==> src/rtl/reset_sequencer.sv <==
// System reset sequencer: button synchronizer and debouncer, minimum-length reset stretch,
// and supervision of the core trap (sticky halt or timed auto-restart).
module reset_sequencer #(
  parameter int unsigned RESET_CYCLES     = 16,
  parameter int unsigned DEBOUNCE_CYCLES  = 3000,
  parameter int unsigned TRAP_RESTART     = 0,
  parameter int unsigned TRAP_WAIT_CYCLES = 3000000
) (
  input  logic       clk,
  input  logic       reset,
  input  logic       btn_n,
  input  logic       trap,
  output logic       power_on_reset,
  output logic       trap_led,
  output logic [7:0] restart_count,
  output logic [1:0] state
);

  typedef enum logic [1:0] {
    StHold    = 2'd0,
    StRun     = 2'd1,
    StTrapped = 2'd2
  } state_e;

  localparam int unsigned HoldW = $clog2(RESET_CYCLES);
  localparam int unsigned DbW   = $clog2(DEBOUNCE_CYCLES + 1);
  localparam int unsigned WaitW = $clog2(TRAP_WAIT_CYCLES + 1);

  localparam logic [HoldW-1:0] HoldLast = HoldW'(RESET_CYCLES - 1);
  localparam logic [DbW-1:0]   DbLast   = DbW'(DEBOUNCE_CYCLES - 1);
  localparam logic [WaitW-1:0] WaitLast = WaitW'(TRAP_WAIT_CYCLES - 1);

  logic [1:0]       sync_q;
  logic             btn_db_q, btn_db_d;
  logic [DbW-1:0]   db_cnt_q, db_cnt_d;
  logic             pressed_s;

  state_e           state_q, state_d;
  logic [HoldW-1:0] hold_cnt_q, hold_cnt_d;
  logic [WaitW-1:0] wait_cnt_q, wait_cnt_d;
  logic             trap_led_q, trap_led_d;
  logic [7:0]       restart_q, restart_d;
  logic [7:0]       restart_inc;

  assign pressed_s = ~sync_q[1];

  // A mismatch must persist for DEBOUNCE_CYCLES consecutive samples before btn_db follows.
  always_comb begin
    btn_db_d = btn_db_q;
    db_cnt_d = '0;
    if (pressed_s != btn_db_q) begin
      if (db_cnt_q == DbLast) begin
        btn_db_d = ~btn_db_q;
        db_cnt_d = '0;
      end else begin
        db_cnt_d = db_cnt_q + DbW'(1);
      end
    end
  end

  assign restart_inc = (restart_q == 8'hFF) ? restart_q : restart_q + 8'd1;

  always_comb begin
    state_d    = state_q;
    hold_cnt_d = hold_cnt_q;
    wait_cnt_d = wait_cnt_q;
    trap_led_d = trap_led_q;
    restart_d  = restart_q;
    case (state_q)
      StHold: begin
        if (btn_db_q) begin
          hold_cnt_d = '0;
        end else if (hold_cnt_q == HoldLast) begin
          hold_cnt_d = '0;
          state_d    = StRun;
        end else begin
          hold_cnt_d = hold_cnt_q + HoldW'(1);
        end
      end
      StRun: begin
        if (btn_db_q) begin
          state_d    = StHold;
          hold_cnt_d = '0;
        end else if (trap) begin
          state_d    = StTrapped;
          wait_cnt_d = '0;
          trap_led_d = 1'b1;
        end
      end
      StTrapped: begin
        if (btn_db_q) begin
          state_d    = StHold;
          hold_cnt_d = '0;
          trap_led_d = 1'b0;
          restart_d  = restart_inc;
        end else if (TRAP_RESTART != 0) begin
          if (wait_cnt_q == WaitLast) begin
            state_d    = StHold;
            hold_cnt_d = '0;
            wait_cnt_d = '0;
            restart_d  = restart_inc;
          end else begin
            wait_cnt_d = wait_cnt_q + WaitW'(1);
          end
        end
      end
      default: begin
        state_d    = StHold;
        hold_cnt_d = '0;
      end
    endcase
  end

  always_ff @(posedge clk) begin
    if (reset) begin
      sync_q     <= 2'b11;
      btn_db_q   <= 1'b0;
      db_cnt_q   <= '0;
      state_q    <= StHold;
      hold_cnt_q <= '0;
      wait_cnt_q <= '0;
      trap_led_q <= 1'b0;
      restart_q  <= 8'd0;
    end else begin
      sync_q     <= {sync_q[0], btn_n};
      btn_db_q   <= btn_db_d;
      db_cnt_q   <= db_cnt_d;
      state_q    <= state_d;
      hold_cnt_q <= hold_cnt_d;
      wait_cnt_q <= wait_cnt_d;
      trap_led_q <= trap_led_d;
      restart_q  <= restart_d;
    end
  end

  assign power_on_reset = (state_q == StHold);
  assign trap_led       = trap_led_q;
  assign restart_count  = restart_q;
  assign state          = state_q;

endmodule

==> config.mk <==
export PLATFORM = sky130hd
export DESIGN_NAME = reset_sequencer
export DESIGN_NICKNAME = d
export VERILOG_FILES = /design/src/rtl/reset_sequencer.sv
export SDC_FILE = /design/constraint.sdc
export NUM_CORES = 1
export LEC_CHECK = 0
export ABC_AREA = 0
export CORE_MARGIN = 10
export CORE_UTILIZATION = 54
export DETAILED_ROUTE_END_ITERATION = 16
export HOLD_SLACK_MARGIN = 0.03
export PLACE_DENSITY = 0.77
export SLEW_MARGIN = 25
export SYNTH_ARGS = -nofsm -noshare
export SYNTH_HDL_FRONTEND = slang
export SYNTH_SLANG_ARGS = --single-unit
==> constraint.sdc <==
create_clock -name clk -period 2.5 [get_ports clk]
set_clock_uncertainty 0.2 [all_clocks]
set_input_delay 0.25 -clock clk [delete_from_list [all_inputs] [get_ports clk]]
set_output_delay 0.25 -clock clk [all_outputs]
set_load 0.005 [all_outputs]
Word level (Yosys, flattened, before mapping)
Cells that the tools add are included.
{"block": "totals", "regBits": 30, "input_bits": 4, "out_inout_bits": 12, "word_cells": 49}
{"block": "op_classes", "add_sub_neg": 3, "eq_ne": 13, "muxes": 14, "bitwise": 4, "n_reduce_logical": 8}
{"op": "$add 12x1->12 const B", "n": 1}
{"op": "$eq 12x12->1 const B", "n": 1}
{"op": "$mux 4", "n": 3}
{"op": "$mux 2", "n": 5}
{"op": "$add 8x1->8 const B", "n": 1}
{"op": "$eq 8x8->1 const B", "n": 1}
{"op": "$ne 2x2->1 const B", "n": 4}
{"op": "$pmux 4 s2", "n": 1}
{"op": "$reduce_and 4->1", "n": 2}
{"op": "$pmux 2 s3", "n": 1}
{"op": "$add 4x1->4 const B", "n": 1}
{"op": "$eq 4x4->1 const B", "n": 1}
{"op": "$ne 2x1->1 const B", "n": 2}
{"op": "$not 1->1", "n": 4}
{"op": "$mux 1", "n": 3}
{"op": "$ne 3x3->1 const B", "n": 1}
{"op": "$reduce_and 3->1", "n": 1}
{"op": "$reduce_or 3->1", "n": 1}
{"op": "$eq 2x1->1 const B", "n": 1}
{"op": "$eq 2x2->1 const B", "n": 1}
{"op": "$logic_not 2->1", "n": 1}
{"op": "$pmux 1 s2", "n": 1}
{"op": "$reduce_and 2->1", "n": 1}
{"op": "$reduce_bool 2->1", "n": 1}
{"op": "2 further kinds", "n": 2}

Logic depth before layout (Yosys ltp)
Gate-level depths: netlist of run 1.
{"block": "logic_depth", "ltp_word": 4, "depth_mapped": 7, "ltp_nobuf": 6}

Worst setup path after synthesis of run 1
OpenSTA, ideal clock, no wires.
{"block": "synth_path", "path_type": "reg-to-reg", "start": "register restart_q[0], in the netlist restart_count[0]", "end": "register restart_q[6], in the netlist restart_count[6]", "setup_ns": 0.071, "t_arrival_ns": 1.496, "required_ns": 2.229, "slack_ns": 0.734, "path_stages_with_launch": 6, "n_path_buf": 0, "path_cell_list": "dfxtp_1 ha_1 nand3_2 or3b_4 or3_1 a21oi_1"}
{"block": "synth_via", "elab_chain_len": 3, "elab_cells_between_ends": 4, "classes_between": "add/sub: 1; eq/ne: 1; bitwise: 1; reduce/logical: 1"}
{"element": "start, declared", "line": "42", "text": "logic [7:0] restart_q, restart_d;"}
{"element": "start signal, assigned", "line": "132", "text": "restart_q <= restart_d;"}
{"element": "parallel branches: the longest is 3 deep, another holds $add 8x1->8"}
Parallel ways; which one is timed is not known.
A chain may end at the register's enable or synchronous reset.

Final worst setup path of run 1
{"block": "layout_path", "start": "register state_q[0], in the netlist state[0]", "end": "output power_on_reset"}
{"block": "layout_via", "elab_chain_len": 1}
{"element": "start, declared", "line": "38", "text": "state_e state_q, state_d;"}
{"element": "start signal, assigned", "line": "119", "text": "state_q <= StHold;"}
{"element": "start signal, assigned", "line": "128", "text": "state_q <= state_d;"}
{"element": "$logic_not 2->1", "line": "136", "text": "assign power_on_reset = (state_q == StHold);"}
{"element": "end, declared", "line": "13", "text": "output logic power_on_reset,"}
Every way passes these cells.

==> impl_results.md, run 1 <==
- Root Buffer: clkbuf_4
- Avg Inst Size Synth: a little under 9 um2
- Syn-to-layout area delta: 18.5%
- I/O pin count: 16
- Hold Path Sink: sync_q[1]
- Syn_nets: 163
- Die area: 4930 um2
- Endpoint class of the critical path: output port
- Die height: 70.2 um
- Fmax: 0.505 GHz
- Vias: 1132
- Final Instance Area: 1610 um2
- Placer Congestion: 0.764
- Drt drc: 0
- Hold depth: 1
- CTS Buf Count: 5
- Reg clk slew, reported paths: around 0.1 ns
- Synth Register Bits: 30
- Post-Synth Adder-Cell Area: 5.52%
- Insertion delay to the later sink of the worst-skew pair: 0.34 ns
- Starting Density: 55.9%
- Startpoint Class: flip-flop
- Pin count of the biggest net entering global routing: 14
- Lkg Pwr: 0.599 nW
- Fillcell total: 199
- Mux share of post-synthesis cell area: 1.56%
- Max H-tree Level: 2
- Outcome: finished clean
- Max_cap viols: 0
- Area leader, netlist: dfxtp_1
- Cells after Synth: 153
- Dpl cell area: approximately 1500 um2
- Finish-stage setup viols: 0
- GRT overflow: 0
- Relative max-transition margin: 71.1%
- # diodes: 0
- RR Startpoint: state[0]
- Initial antenna violation count: 0
- Clock Path Buffers: 2
- First-pass iteration count of the detailed router: 5
- Final setup TNS: 0 ns
- Final ANT Viol Nets: 0
- Reg2reg end: restart_count[7]
- Data required, critical path: 2.05 ns
- Slew @ Worst Pin: 0.432 ns
- Global-route wire length before repair: 4860 um
- FF-to-FF path depth: 6
- Total GRT Usage: 11.8%
- Main combinational cell family by area after synthesis: simple AND/OR/NAND/NOR gates
- Final period util: 79.3%
- IR drop worst, VDD: ~0.76 mV
- Post-synthesis compound-gate area fraction: around 10%
- Slew Limit Fails: 0
- Top post-synthesis cells by area: dfxtp_1 (44%), xor2_1 (9.0%), nor2_1 (6.1%)
- Final layout net count: 181
- Dominant synthesized flop cell: dfxtp_1
- Cell row count: 18
- Hold buffer count at cts: 0
- Vias/cell: 5.60
- R2R Setup Slk: 0.58 ns
- Post-synth EDFFs: 0
- Wire per inst: 13.2 um
- Critical Setup Path Class: flip-flop to output port
- Arr. time, crit path: around 1.5 ns
- Yosys cell types: 36
- CORE AREA: between 2000 and 2500 um2
- Hold Vio Cnt, Final: 0
- Clock Sink Count: 30
- Synth Area in XOR/XNOR: 9.66%
- Synth Cell Area: 1360 um2
- 1st-iter DRT viols: between 80 and 90
- Worst hold path type: flip-flop to flip-flop
- # resized after CTS: 0
- Final wirelength: 2680 um
- Number of global-route vias before repair: 1118
- Share of the synthesized area in the top cell type: 44.2%
- Synth warn: 0
- DP Wirelength: approximately 1900 um
- Min Clock Period, post-route: 1.98 ns
- Post-CTS Setup Repair Bufs: 0
- Worst Path Max Fanout: 4
- CTS tree: done
- Power per cell area: between 600 and 700 nW/um2
- RSZ-0062 raised after global routing: no
- FFs w/ async S/R, synth: 0%
- Die Wd: between 70 and 80 um
- Share of cells above drive strength 1: under 10%
- Sequential area share after synthesis: 44.2%
- Port buffer count: 15
- Post-Synth Simple-Gate Area: 26.0%
- HP Start: sync_q[0]
per-stage QoR:
step                      setup slack, ns  hold slack, ns  utilization, %  total power [mW]  cells
after global placement              0.689           0.199            63.1             0.676    194
final                               0.518           0.228            66.3              1.05    202
after detailed placement            0.632           0.193            63.1             0.682    194
after CTS                           0.483           0.224            66.3              1.06    202
after global routing                0.395           0.228            66.3              1.11    202
after floorplan                     0.734           0.154               -             0.632    153
worst max-delay path by stage:
| stage | start | to | slack [ns] | cells past startpoint |
|---|---|---|---|---|
| 2_1_floorplan | restart_count[0] | restart_count[6] | 0.73 | 5 |
| 3_3_place_gp | state[0] | restart_count[7] | 0.69 | 6 |
| 3_5_place_dp | state[0] | restart_count[6] | 0.63 | 6 |
| 4_1_cts | state[1] | power_on_reset | 0.48 | 3 |
| 5_1_grt | state[1] | power_on_reset | 0.39 | 3 |
| 6_report | state[0] | power_on_reset | 0.52 | 3 |
layer usage:
metal  share of wire, %  vias to the layer above  GRT usage, %
li1                   -                      577             -
met1                 44                      528          12.9
met2                 47                       22          18.0
met3                6.9                        5          6.21
met4                1.9                        0          6.36
met5                  0                        -             0
report_power, final:
group	switching, mW	leakage, nW	internal [mW]	total (mW)
logic	0.0737	0.311	0.0743	0.148
registers	0.0208	0.243	0.504	0.525
clock network	0.175	0.0450	0.207	0.382
total	0.270	0.599	0.785	1.05
flip-flops by register name, indices dropped and copies added, names as in the netlist:
| name | cells |
|---|---|
| hold_cnt_q | 4 |
| trap_led | 1 |
| state | 2 |
| db_cnt_q | 12 |
| btn_db_q | 1 |
| restart_count | 8 |
| sync_q | 2 |
area by class of cell:
cell class,count,area [um2],area share [%]
multi-input combinational,114,723,44.9
tap,30,37.5,2.33
timing repair buffer,16,158,9.78
clock inverter,3,40.0,2.48
clock buffer,5,37.5,2.33
sequential,30,601,37.3
inverter,4,15.0,0.932
placed cells by master, fill, tap and decap left out, types with 2 or more instances in the layout:
cell type,synthesis,routed
or3_1,3,3
o21ai_0,6,6
clkinv_2,0,2
a21oi_1,6,6
and3_1,4,4
xor2_1,14,14
and4_1,3,3
a31oi_1,3,3
dfxtp_1,30,30
clkdlybuf4s50_1,0,15
ha_1,6,6
nand3_1,7,7
clkbuf_4,0,5
nand2b_1,2,2
inv_1,4,4
nand2_1,9,9
nor2_1,22,22
a22oi_1,2,2
nor3_1,4,4
nand4_1,4,4
or2_2,3,3
Yosys cell counts (2+ instances only):
cell type	instances
a21oi_1	6
a22oi_1	2
a31oi_1	3
and3_1	4
and4_1	3
buf_2	2
clkbuf_1	3
dfxtp_1	30
ha_1	6
inv_1	4
nand2_1	9
nand2b_1	2
nand3_1	7
nand4_1	4
nor2_1	22
nor3_1	4
o21ai_0	6
or2_2	3
or3_1	3
xor2_1	14
worst max-delay path, stage by stage (launching register included):
cell and delay [ns]:
dfxtp_1 0.34, inv_1 0.11, ha_1 0.22, clkdlybuf4s50_1 0.52
kinds of logic after synthesis:
logic type                 after synthesis
AOI/OAI and AO/OA                       23
xor gates and xnor gates                15
adders and majority gates                6
buffers and inverters                    9
and+or+nand+nor                         68
DFF                                     30
muxes                                    2
(Power assumes the default switching activity.)
==> inputs of run 2 (changes only) <==
Clock period 2.5 ns to 1.9 ns, I/O delays scaled along.
==> run 2 against run 1 <==
Effect of this change: clock-buffer cell count increased by 3; worst hold slack got worse by 0.0066 ns; die area unchanged; final cell count increased by 1.5%; cell area increased by 3.6%; wire length increased by 2.8%; total power increased by 31%; non-clock buffer count increased by 3; core utilization increased by 2.4 points; via count increased by 0.53%; critical path depth unchanged.
==> impl_results.md, run 2 (synthesis gave the netlist of run 1 again) <==
- Outcome: finished clean
- Max_cap viols: 0
- # diodes: 0
- Relative max-transition margin: 71.2%
- Final setup TNS: 0 ns
- Number of flip-flops in the largest register: 12
- Share of cells above drive strength 1: roughly 15%
- Post-layout util: 68.7%
- CP delay by family, top: buffers and inverters
- Post-CTS Setup Repair Bufs: 0
- Fmax: 0.547 GHz
- Vias/cell: 5.55
- CTS tree: done
- Slew Limit Fails: 0
- DP Wirelength: ~2000 um
- Vias: 1138
- Worst hold path type: primary input to flip-flop
- Starting Density: a little under three fifths
- Startpoint Class: flip-flop
- Drt drc: 0
- Min Clock Period, post-route: approximately 1.8 ns
- Wire per inst: between 10 and 15 um
- Insertion delay to the later sink of the worst-skew pair: 0.33 ns
- Dpl cell area: 1560 um2
- Total GRT Usage: around an eighth
- Top reg by flops: db_cnt_q
- Worst Path Max Fanout: 4
- Hold Vio Cnt, Final: 0
- Commonest non-fill, non-tap cells in the layout: dfxtp_1 (27), nor2_1 (22), clkdlybuf4s50_1 (15)
- Placer Congestion: 0.764
- Final wirelength: 2750 um
- Finish-stage setup viols: 0
- Global-route wire length before repair: roughly 4900 um
- IR drop worst, VDD: 0.832 mV
- Cells along the critical path: inv_2 > ha_4 > clkdlybuf4s50_1
- I/O pin count: 16
- FF/Latch Area: 604 um2
- Max H-tree Level: 2
- Endpoint class of the critical path: output port
- Arr. time, crit path: 1.44 ns
- Area of the multi-input gates: 752 um2
- Die area: 4930 um2
- Hold_ws: about 0.22 ns
- Power per cell area: between 800 and 900 nW/um2
- Clock Path Buffers: 2
- CTS Buf Count: 5
- Reg clk slew, reported paths: 0.10 ns
- Data required, critical path: around 1.5 ns
- 1st-iter DRT viols: between 60 and 70
- Syn-to-layout area delta: 22.8%
- Final Instance Area: 1670 um2
- Commonest non-fill, non-tap cell in the layout: dfxtp_1
- Die height: 70.2 um
- Slowest stage delay, CP: ~0.5 ns
- Cell row count: 18
- Hold buffer count at cts: 0
- R2R Setup Slk: approximately 0.090 ns
- Lkg Pwr: 0.620 nW
- Port buffer count: 15
- Initial antenna violation count: 0
- Number of global-route vias before repair: roughly 1.1k
- CORE AREA: 2430 um2
- Die Wd: 70.2 um
- Slew @ Worst Pin: 0.430 ns
- Root Buffer: clkbuf_4
- Final total power: 1.38 mW
- Clock Sink Count: 30
- GRT overflow: 0
- Final period util: a little over nine tenths
- Critical Setup Path Class: flip-flop to output port
- Pin count of the biggest net entering global routing: 12
- Crit-path slowest cell: clkdlybuf4s50_1
- Buf/Inv on CP: 2
- Fillcell total: ~200
- Final layout net count: 184
- Final ANT Viol Nets: 0
- First-pass iteration count of the detailed router: 4
[run 2: power by group]
group	internal, mW	switching, mW
Combinational	0.110	0.102
Sequential	0.664	0.0315
Clock	0.253	0.218
Total	1.03	0.352
[run 2: per-layer routing]
metal / GRT usage (%) / vias to the layer above / share of wire [%]
met1: 13.4 / 526 / 45
met5: 0 / - / 0
met2: 18.2 / 23 / 47
li1: - / 583 / -
met4: 6.14 / 0 / 1.7
met3: 4.66 / 6 / 6.1
[run 2: worst paths after layout]
kind	from	depth (start not counted)	endpoint
max reg2reg	restart_count[1]	5	restart_count[6]
max	state[1]	3	power_on_reset
min	btn_n	2	sync_q[0]
min reg2reg	sync_q[0]	1	sync_q[1]
[run 2: layout make-up]
cell class / count / share of cell area (%)
repair buffers: 19 / 10.8
clock buffers: 8 / 4.72
inverters: 4 / 1.05
flip-flops and latches: 30 / 36.2
multi-input cells: 114 / 45.0
well taps: 30 / 2.25
[run 2: timing repair]
item	4_1_cts	5_1_grt
setup endpoints to repair	2	6
pin swaps	1	0
hold endpoints to repair	0	0
resized for setup	1	10
[run 2: metrics by stage]
| stage | std cells | setup slack, ns |
|---|---|---|
| global route | 205 | -0.00205 |
| detailed placement | 197 | 0.0166 |
| floorplan | 153 | 0.134 |
| global placement | 197 | 0.102 |
| CTS | 205 | -0.0190 |
| finish | 205 | 0.0712 |
==> inputs of run 3 (changes only) <==
Settings changed: RECOVER_POWER set to 100.
Clock period 1.9 ns to 2.1 ns, I/O delays scaled along.
==> run 3 against run 2 <==
Effect of this change: sequential share of layout area grew 1.1 points; first-iteration DRC count shrank 18%; cell area fell by 3.4%; register-to-register slack better by 0.09 ns; flip-flop and latch count did not move; wire length decreased by 3.7%; combinational power shrank 19%; clock power is 8.9% lower; critical path depth unchanged; global-route usage is 0.67 points lower.
==> impl_results.md, run 3 (synthesis gave the netlist of run 1 again) <==
- Met1 wire length: ~1200 um
- Hold depth: 1
- Commonest non-fill, non-tap cell in the layout: dfxtp_1
- Arr. time, crit path: approximately 1.5 ns
- Final layout net count: 182
- Syn-to-layout area delta: 18.6%
- IR drop worst, VDD: 0.634 mV
- GRT overflow: 0
- Root Buffer: clkbuf_4
- Post-CTS Setup Repair Bufs: 0
- Wire per inst: between 10 and 15 um
- # diodes: 0
- Starting Density: 55.9%
- RSZ-0062 raised after global routing: no
- Fillcell total: between 200 and 250
- Number of flip-flops in the largest register: 12
- Outcome: finished clean
- Insertion delay to the later sink of the worst-skew pair: 0.33 ns
- Lkg Pwr: 0.643 nW
- Final ANT Viol Nets: 0
- Number of global-route vias before repair: 1023
- Final setup TNS: 0 ns
- R2R Setup Slk: 0.18 ns
- Pin count of the biggest net entering global routing: 17
- Hold buffer count at cts: 0
- Worst Path Max Fanout: 4
- Top reg by flops: db_cnt_q
- Total GRT Usage: 11.0%
- Clock Sink Count: 30
- Power per cell area: 760 nW/um2
- Port buffer count: 15
- Max H-tree Level: 2
- Hold Vio Cnt, Final: 0
- Met3 wire length: around 130 um
- Worst hold path type: flip-flop to flip-flop
- DP Wirelength: 1980 um
- Hold Path Sink: sync_q[1]
- Vias/cell: 5.43
- DR WL met2: 1230 um
- HP Start: sync_q[0]
- Vias: 1102
- Data required, critical path: 1.69 ns
- Initial antenna violation count: 0
- Fmax: 0.514 GHz
- FF-to-FF path depth: 5
- Max_cap viols: 0
- Slew Limit Fails: 0
- Critical Setup Path Class: flip-flop to output port
- Endpoint class of the critical path: output port
- Die Wd: 70.2 um
- Die area: between 4000 and 5000 um2
- Placer Congestion: 0.792
- Drt drc: 0
- Relative max-transition margin: slightly above 70%
- Final total power: 1.23 mW
- First-pass iteration count of the detailed router: 4
- Finish-stage setup viols: 0
- I/O pin count: 16
- Clock Path Buffers: 2
- 1st-iter DRT viols: 51
- CTS tree: done
- RR Startpoint: restart_count[0]
- CTS Buf Count: 5
- Slew @ Worst Pin: 0.417 ns
- Final wirelength: 2650 um
- Final period util: 92.7%
- Cell row count: 18
- Commonest non-fill, non-tap cells in the layout: dfxtp_1 (30), nor2_1 (22), xor2_1 (14)
- Reg clk slew, reported paths: 0.10 ns
- # resized after CTS: 0
- Startpoint Class: flip-flop
- Share of cells above drive strength 1: 8.09%
- Reg2reg end: restart_count[6]
- CORE AREA: 2430 um2
- Die height: 70.2 um
- Critical Path Start: state[0]
- Top Layer Used: met4
- Min Clock Period, post-route: 1.95 ns
- Global-route wire length before repair: about 4500 um
==> run 3: how the worst max path moves through the flow <==
stage | end | slack (ns)
floorplan | restart_count[6] | 0.33
global placement | restart_count[6] | 0.30
detailed placement | restart_count[6] | 0.21
CTS | power_on_reset | 0.13
global route | restart_count[5] | 0.05
finish | power_on_reset | 0.15
==> run 3: metal layers <==
metal	GRT usage (%)	vias up
met2	18.0	16
li1	-	580
met1	12.2	501
met5	0	-
met4	5.26	0
met3	4.38	5
==> run 3: per-stage QoR <==
stage | instances | area [um2] | hold slack (ns) | util (%) | setup WS (ns)
after floorplan | 153 | 1360 | 0.114 | - | 0.334
after global placement | 195 | 1540 | 0.193 | 63.4 | 0.297
after detailed placement | 195 | 1540 | 0.199 | 63.4 | 0.214
after CTS | 203 | 1620 | 0.222 | 66.6 | 0.135
after global routing | 203 | 1610 | 0.229 | 66.3 | 0.0541
final | 203 | 1610 | 0.218 | 66.3 | 0.154
==> run 3: area by class of cell <==
class	instances	area [um2]	area share, %
clock buffer	8	78.8	4.89
inverter	4	15.0	0.931
multi-input combinational	114	716	44.4
sequential	30	601	37.2
tap	30	37.5	2.33
timing repair buffer	17	165	10.2
==> run 3: critical path, stage by stage, from the launching register on <==
cell and delay [ns]:
dfxtp_1 0.34, inv_1 0.11, ha_1 0.24, clkdlybuf4s50_1 0.53
==> run 3: power by group <==
group	switching (mW)	total [mW]	internal, mW
Combinational	0.0865	0.171	0.0848
Sequential	0.0262	0.626	0.600
Clock	0.200	0.429	0.229
Total	0.313	1.23	0.913
==> patch, RTL diff (config.mk and constraints of run 2) <==
Register the output `restart_count` once more, with the module's reset; this adds one clock of latency there. The other outputs are not delayed to match.
--- a/src/rtl/reset_sequencer.sv
+++ b/src/rtl/reset_sequencer.sv
@@ -137,3 +137,9 @@
   assign trap_led       = trap_led_q;
-  assign restart_count  = restart_q;
+  always_ff @(posedge clk) begin
+    if (reset) begin
+      restart_count <= '0;
+    end else begin
+      restart_count <= restart_q;
+    end
+  end
   assign state          = state_q;
Behaviour: same outputs for any inputs over 10 cycles, from zero or initial values and one cycle with reset high; that may be too few to reach the edited logic, so the function may still have changed.
==> patch against run 2 <==
  * Via count grew 11%
  * Setup slack gained 0.043 ns
  * Sequential cell count grew 8
  * Synthesized area grew 20%
  * Wire length grew 15%
  * Design area grew 15%
  * First-iteration DRC count grew 15%
  * Register-to-register slack gained 0.02 ns
  * Largest cell class unchanged
Power is not compared: it rests on default switching activity, and its combinational part moved more than twofold at a synthesized area within 25%.
==> patch: results (changes against run 2) <==
Post-DP Area -> 1840 um^2 (was 1560 um^2)
Gr usage total -> 12.2% (was 11.7%)
Met3 GRT Util -> 4.07% (was 4.66%)
Synth cell count leaders -> dfxtp_1, nor2_1, nand2_1, nor2b_1, xor2_1 (was dfxtp_1, nor2_1, xor2_1)
Clock buffer count -> 6 (was 8)
Via count -> 1266 (was 1138)
Wire length per cell -> 13.9 um (was 13.4 um)
R2R Setup Slk -> 0.11 ns (was 0.09 ns)
CTS Root Cell -> clkbuf_4 (unchanged)
Routed met3 length -> 137 um (was 168 um)
Gates resized, CTS repair -> 6 (was 1)
Filler Cells Inserted -> 228 (was 201)
Vias in the first global route -> 1232 (was 1096)
GR Layer Usage met1 -> 13.4% (about the same)
Final net count -> 205 (was 184)
Area occupied by multi-input gates -> 831 um^2 (was 752 um^2)
Seq area share -> 39.9% (was 36.2%)
Non-clk invs -> 8 (was 4)
Met2 wire length -> 1.54 mm (was 1.30 mm)
Share of cells above drive strength 1 -> 14.9% (about the same)
Final RePlAce weighted congestion -> 0.786 (was 0.764)
Outcome -> finished clean (unchanged)
First-pass GRT wire length -> 5.36 mm (was 4.86 mm)
Count of state elements after synthesis -> 38 (was 30)
Initial antenna violation count -> 0 (unchanged)
Total CTS buffers -> 5 (unchanged)
Finished Cell Area -> 1910 um^2 (was 1670 um^2)
Critical path's slowest cell -> dfxtp_2 (was clkdlybuf4s50_1)
Largest net degree at the start of global routing -> 28 (was 12)
Layout clock area frac -> 2.55% (was 4.72%)
Met1 Routed Length -> 1.43 mm (was 1.23 mm)
Place WS -> 0.00383 ns (was 0.0166 ns)
CP max stage delay -> 0.36 ns (was 0.50 ns)
Worst Setup EP -> restart_q[5]$_SDFFE_PP0P_ (was power_on_reset)
Setup crit start -> state[0]$_SDFFE_PP0P_ (was state[1]$_SDFFE_PP0P_)
Syn Area/Cell -> 9.36 um^2 (was 8.89 um^2)
CP top delay family -> flip-flops (was buffers and inverters)
Dpl cells -> 219 (was 197)
CP Max Fanout -> 8 (was 4)
Detailed Place HPWL -> 2.27 mm (was 1.97 mm)
Post-route setup slack -> 0.114 ns (was 0.0712 ns)
Worst r2r dst -> restart_q[5]$_SDFFE_PP0P_ (was restart_count[6]$_SDFFE_PP0P_)
Synth top area cells -> dfxtp_1, nor2_1, xor2_1 (was dfxtp_1, xor2_1, nor2_1)
Seq/Total Area, Yosys -> 46.7% (was 44.2%)
Finished Layout Cells -> 226 (was 205)
1st-pass router iterations -> 4 (unchanged)
FF-to-FF Start -> state[0]$_SDFFE_PP0P_ (was restart_count[1]$_SDFFE_PP0P_)
#MultiIn Comb -> 122 (was 114)
Iteration-0 DRC Markers -> 71 (was 62)
WP data arrival -> 1.82 ns (was 1.44 ns)
Reg2Reg Depth -> 6 (was 5)
Rel. slew slack -> 81.5% (was 71.2%)
## patch: cell families (layout without fill, tap and decap cells)
family / count (synthesis) / after routing / share of synthesized area [%]
AND/OR/NAND/NOR: 79 / 79 / 27.1
flip-flops: 38 / 38 / 46.7
AO/OA/AOI/OAI: 20 / 20 / 7.92
buffers and inverters: 14 / 35 / 3.77
XOR/XNOR: 12 / 12 / 6.46
adder cells (fa/ha/maj): 6 / 6 / 4.61
multiplexers: 5 / 5 / 3.38
## patch: worst min path at each step
| stage | endpoint | slack, ns | cells past startpoint |
|---|---|---|---|
| final | sync_q[0]$_SDFF_PP1_ | 0.19 | 2 |
| after global routing | sync_q[0]$_SDFF_PP1_ | 0.21 | 2 |
| after CTS | sync_q[0]$_SDFF_PP1_ | 0.18 | 2 |
| after detailed placement | sync_q[1]$_SDFF_PP1_ | 0.21 | 1 |
| after global placement | sync_q[1]$_SDFF_PP1_ | 0.21 | 1 |
| after floorplan | restart_count[3]$_SDFF_PP0_ | 0.07 | 1 |
